### src/rtl/serial_adder_if.sv
// Handshake and operand/result bundle for the bit-serial adder.
// The master issues operands and start; the slave reports busy/done and the result.
interface serial_adder_if #(
  parameter int WIDTH = 8
);
  logic             start;
  logic [WIDTH-1:0] a;
  logic [WIDTH-1:0] b;
  logic             cin;
  logic             busy;
  logic             done;
  logic [WIDTH-1:0] sum;
  logic             cout;

  modport master (
    output start, a, b, cin,
    input  busy, done, sum, cout
  );

  modport slave (
    input  start, a, b, cin,
    output busy, done, sum, cout
  );
endinterface

### src/rtl/serial_adder.sv
// Bit-serial adder: one full-adder cell plus a carry flop, processing the operands
// LSB-first at one bit per clock and publishing {cout,sum} on completion.
//
// state  | meaning
// IDLE   | waiting for start; result outputs hold the last completed addition
// RUN    | one operand bit pair added per clock, WIDTH clocks in total
// DONE   | single-cycle done pulse; a start here is accepted back-to-back
module serial_adder #(
  parameter int WIDTH = 8
) (
  input  logic           clk,
  input  logic           rst,
  serial_adder_if.slave  bus
);

  localparam int CW = (WIDTH > 1) ? $clog2(WIDTH) : 1;
  localparam logic [CW-1:0] CNT_LAST = CW'(WIDTH - 1);

  typedef enum logic [1:0] {
    S_IDLE = 2'd0,
    S_RUN  = 2'd1,
    S_DONE = 2'd2
  } state_t;

  state_t           state_q, state_d;
  logic [WIDTH-1:0] a_q, a_d;
  logic [WIDTH-1:0] b_q, b_d;
  logic [WIDTH-1:0] res_q, res_d;
  logic             carry_q, carry_d;
  logic [CW-1:0]    cnt_q, cnt_d;
  logic [WIDTH-1:0] sum_q, sum_d;
  logic             cout_q, cout_d;

  logic fa_s;
  logic fa_co;

  function automatic logic [1:0] full_add(input logic x, input logic y, input logic ci);
    full_add = {(x & y) | (x & ci) | (y & ci), x ^ y ^ ci};
  endfunction

  always_comb begin
    {fa_co, fa_s} = full_add(a_q[0], b_q[0], carry_q);
  end

  always_comb begin
    state_d = state_q;
    a_d     = a_q;
    b_d     = b_q;
    res_d   = res_q;
    carry_d = carry_q;
    cnt_d   = cnt_q;
    sum_d   = sum_q;
    cout_d  = cout_q;

    unique case (state_q)
      S_IDLE, S_DONE: begin
        if (bus.start) begin
          a_d     = bus.a;
          b_d     = bus.b;
          carry_d = bus.cin;
          res_d   = '0;
          cnt_d   = '0;
          state_d = S_RUN;
        end else begin
          state_d = S_IDLE;
        end
      end

      S_RUN: begin
        // Result bits enter at the MSB so that after WIDTH shifts bit 0 is the first sum bit.
        a_d     = a_q >> 1;
        b_d     = b_q >> 1;
        res_d   = {fa_s, res_q[WIDTH-1:1]};
        carry_d = fa_co;
        cnt_d   = cnt_q + 1'b1;
        if (cnt_q == CNT_LAST) begin
          sum_d   = {fa_s, res_q[WIDTH-1:1]};
          cout_d  = fa_co;
          cnt_d   = '0;
          state_d = S_DONE;
        end
      end

      default: begin
        state_d = S_IDLE;
      end
    endcase
  end

  always_ff @(posedge clk) begin
    if (rst) begin
      state_q <= S_IDLE;
      a_q     <= '0;
      b_q     <= '0;
      res_q   <= '0;
      carry_q <= 1'b0;
      cnt_q   <= '0;
      sum_q   <= '0;
      cout_q  <= 1'b0;
    end else begin
      state_q <= state_d;
      a_q     <= a_d;
      b_q     <= b_d;
      res_q   <= res_d;
      carry_q <= carry_d;
      cnt_q   <= cnt_d;
      sum_q   <= sum_d;
      cout_q  <= cout_d;
    end
  end

  assign bus.busy = (state_q == S_RUN);
  assign bus.done = (state_q == S_DONE);
  assign bus.sum  = sum_q;
  assign bus.cout = cout_q;

endmodule

### src/flat_wrapper.sv
// flat-port wrapper written by rule: the top's interface ports become plain ports
module serial_adder_flat 
#(
  parameter int WIDTH = 8
)
  (clk, rst, bus_start, bus_a, bus_b, bus_cin, bus_busy, bus_done, bus_sum, bus_cout);
  serial_adder_if #(.WIDTH(WIDTH)) bus_i ();
  input  logic clk;
  input  logic rst;
  input wire logic [$bits(bus_i.start)-1:0] bus_start;
  input wire logic [$bits(bus_i.a)-1:0] bus_a;
  input wire logic [$bits(bus_i.b)-1:0] bus_b;
  input wire logic [$bits(bus_i.cin)-1:0] bus_cin;
  output wire logic [$bits(bus_i.busy)-1:0] bus_busy;
  output wire logic [$bits(bus_i.done)-1:0] bus_done;
  output wire logic [$bits(bus_i.sum)-1:0] bus_sum;
  output wire logic [$bits(bus_i.cout)-1:0] bus_cout;
  assign bus_i.start = bus_start;
  assign bus_i.a = bus_a;
  assign bus_i.b = bus_b;
  assign bus_i.cin = bus_cin;
  assign bus_busy = bus_i.busy;
  assign bus_done = bus_i.done;
  assign bus_sum = bus_i.sum;
  assign bus_cout = bus_i.cout;
  serial_adder #(.WIDTH(WIDTH)) u_core (.clk(clk), .rst(rst), .bus(bus_i));
endmodule
### config.mk
export PLATFORM = sky130hd
export DESIGN_NAME = serial_adder_flat
export DESIGN_NICKNAME = d
export VERILOG_FILES = /design/src/rtl/serial_adder_if.sv /design/src/rtl/serial_adder.sv /design/src/flat_wrapper.sv
export SDC_FILE = /design/constraint.sdc
export NUM_CORES = 1
export LEC_CHECK = 0
export CAP_MARGIN = 40
export CORE_ASPECT_RATIO = 0.8
export CORE_MARGIN = 5
export CORE_UTILIZATION = 55
export DETAILED_ROUTE_END_ITERATION = 16
export DONT_BUFFER_PORTS = 1
export PLACE_DENSITY = 0.77
export SYNTH_ARGS = -nofsm -noshare
export SYNTH_HDL_FRONTEND = slang
export SYNTH_SLANG_ARGS = --single-unit
export TNS_END_PERCENT = 100
### constraint.sdc
create_clock -name clk -period 2 [get_ports clk]
set_clock_uncertainty 0.2 [all_clocks]
set_input_delay 0.2 -clock clk [delete_from_list [all_inputs] [get_ports clk]]
set_output_delay 0.2 -clock clk [all_outputs]
set_load 0.005 [all_outputs]
==> results.yml <==
run:
  drv_cap: 0
synth:
  async_flop_share_pct: 0
  synth_area_um2: 1607
  synth_ff_type: "dfxtp_1"
  ys_top_cells_by_area: "dfxtp_1 (47%), nand2_1 (11%), a311oi_2 (6.5%)"
  synth_commonest_cells: "nand2_1 (49), dfxtp_1 (38), a21oi_1 (20), nand3_1 (20), nor2_1 (18)"
  postSynthCellCount: 189
  synth_top_area_share_pct: 47.35
  yosysTopAreaCell: "dfxtp_1"
  synthMostInstantiatedCell: "nand2_1"
  synth_cell_types: 21
  synth_nets: 212
  syn_avg_cell_area_um2: 8.500
  ys_warn_count: 0
  seq_area_frac_synth_pct: 47.35
  synth_edf_count: 0
  ys_ff_latch: 38
critical_path:
  crit_end: "u_core.b_q[7]"
  criticalPathCategory: "reg -> reg"
  critPathSlowestCell: "dlygate4sd3_1"
  regToRegEndpoint: "u_core.b_q[7]"
  cp_slowest_stage_delay_ns: 0.55
  cp_top_family: "buffers and inverters"
  crit_chain: "nand2b_1 > buf_4 > nand3_1 > a21oi_1 > dlygate4sd3_1"
  startpoint_type: "register"
  rrSetupSlack_ns: 0.12
  critPathBufInv: 2
  cp.depth: 5
  worstRegToRegCells: 5
  cp_max_fo: 28
  crit-reg2reg-launch: "u_core.state_q[0]"
  arrival_ns: 1.91
  end_kind: "register"
  critPathLaunch: "u_core.state_q[0]"
  required_ns: 2.03
cts:
  postCtsSetupRepairBufs: 0
  clock_sinks: 38
  h-tree-depth: 2
  clk_latency_ns: 0.29
  ctsLongestPathBuffers: 2
  clkSlewWorstSetupHoldPaths_ns: 0.08
  cts_tree: "built"
  cts_buffers: 5
  clockRootBuffer: "clkbuf_8"
placed_design:
  numPortBuffers: 0
  dp_hpwl_mm: 2.205
  place_congestion: 0.7423
  dp_cells: 216
global_route:
  overflow: 0
  grt_max_degree: 39
  grt-busiest-layer: "met2"
  antenna_found_initial: 0
  grt_pass1_wl_mm: 5.637
  grtUsageTotal_pct: 17.52
  met3_usage_pct: 5.631
  grt_use_met1_pct: 20.34
  grt_pass1_vias: 1246
  met2_usage_pct: 29.60
worst_hold_path:
  hold_path.class: "in -> reg"
  min_path_cells: 4
finish:
  final_layout_size_suffix_gt1_share_pct: 10.73
  nFillCells: 224
  syn_to_final_growth_pct: 16.98
  fin_nets: 227
  instances_no_fill: 243
  diodes: 0
timing:
  fin_hold_ws_ns: 0.1820
  finalSetupTns_ns: 0
  timing.final.hold_violations: 0
  min_period_ns: 1.876
  min_period_over_period_pct: 93.78
  relSlewSlack_pct: 73.25
  tightest_slew_ns: 0.4001
  rsz0062_at_grt: "false"
  drv_slew: 0
  max_clock_freq_ghz: 0.5331
  setup_violations: 0
routing:
  wirelength_mm: 3.409
  firstDrtPassIters: 4
  wl_per_cell_um: 14.03
  ant_nets: 0
  drtIter0Drc: 77
  viasPerCell: 5.580
  drc: 0
  num_vias: 1356
power:
  total_power_w: 0.001551
  peakVddDrop_v: 0.0005803
  p_per_area_nw_per_um2: 825.5
  p_leak_nw: 0.6765
floorplan:
  start_util_pct: 57.66
  dieArea_um2: 4109
  ios: 31
  rows: 17
  die_h_um: 58.34
  core_area_um2: 2786
  die_w_um: 70.43
status:
  status: "finished clean"
## kinds of logic (layout without fill, tap and decap cells)
group,count (synthesis),count (layout),share of synthesized area (%)
adders and majority gates,3,3,2.804
buffers and inverters,17,33,6.931
DFF,38,38,47.35
AOI/OAI and AO/OA,37,37,17.99
and+or+nand+nor,94,94,24.92
## layer usage
metal | routed length [µm] | up-vias
met2 | 1715 | 36
met1 | 1426 | 632
met5 | 0 | -
met4 | 80 | 0
li1 | - | 679
met3 | 187 | 9
## layout by cell type (no fill, tap or decap), types with 2 or more instances in the layout
cell	count
a311oi_2	7
nor2b_1	2
buf_4	5
a311oi_1	8
nand3_1	20
dlygate4sd3_1	18
nand2b_1	2
clkinv_2	2
nand3b_1	2
nand2_1	49
dfxtp_1	38
nor2_1	18
a21oi_1	20
clkbuf_8	6
## final cells by class
class	count	area, µm²	share of cell area, %
clock buffer	7	86.33	4.594
clock inverter	1	5.005	0.2663
inverter	1	5.005	0.2663
multi-input combinational	134	737.0	39.21
sequential	38	760.7	40.48
tap	38	47.55	2.530
timing repair buffer	24	237.7	12.65
## stage by stage
stage | utilization (%) | cell area, µm² | worst slack [ns]
floorplan | - | 1607 | 0.5644
global placement | 56.89 | 1585 | 0.3130
detailed placement | 56.89 | 1585 | 0.06861
CTS | 67.36 | 1877 | 0.05732
global route | 67.45 | 1879 | 0.003609
finish | 67.45 | 1879 | 0.1243
## where the power goes
part | internal (W) | switching [W]
sequential | 0.000795 | 0.0000238
combinational | 0.0000852 | 0.000110
clock | 0.000278 | 0.000259
total | 0.00116 | 0.000393
## registers in the layout, indices dropped and copies added, names as in the netlist
signal / count
u_core.carry_q: 1
u_core.state_q: 2
u_core.a_q: 8
u_core.bus.cout: 1
u_core.res_q: 7
u_core.bus.sum: 8
u_core.cnt_q: 3
u_core.b_q: 8
## worst register-to-register path: stages (launching register included)
cell	delay (ns)
dfxtp_1	0.41
nand2b_1	0.13
buf_4	0.28
nand3_1	0.12
a21oi_1	0.14
dlygate4sd3_1	0.55
## what timing repair did
action | CTS | global route
resized for setup | 0 | 1
setup endpoints to repair | 0 | 1
hold endpoints to repair | 38 | 0
hold buffers | 19 | 0
## worst min path at each step
| stage | startpoint | end | slack [ns] |
|---|---|---|---|
| final | bus_start | u_core.cnt_q[2] | 0.18 |
| after CTS | bus_start | u_core.res_q[3] | 0.18 |
| after global placement | rst | u_core.a_q[2] | 0.07 |
| after global routing | bus_start | u_core.a_q[7] | 0.21 |
| after detailed placement | rst | u_core.a_q[2] | 0.07 |
| after floorplan | bus_a[7] | u_core.a_q[7] | 0.14 |
Note: power is estimated with default switching activity, not from simulation.
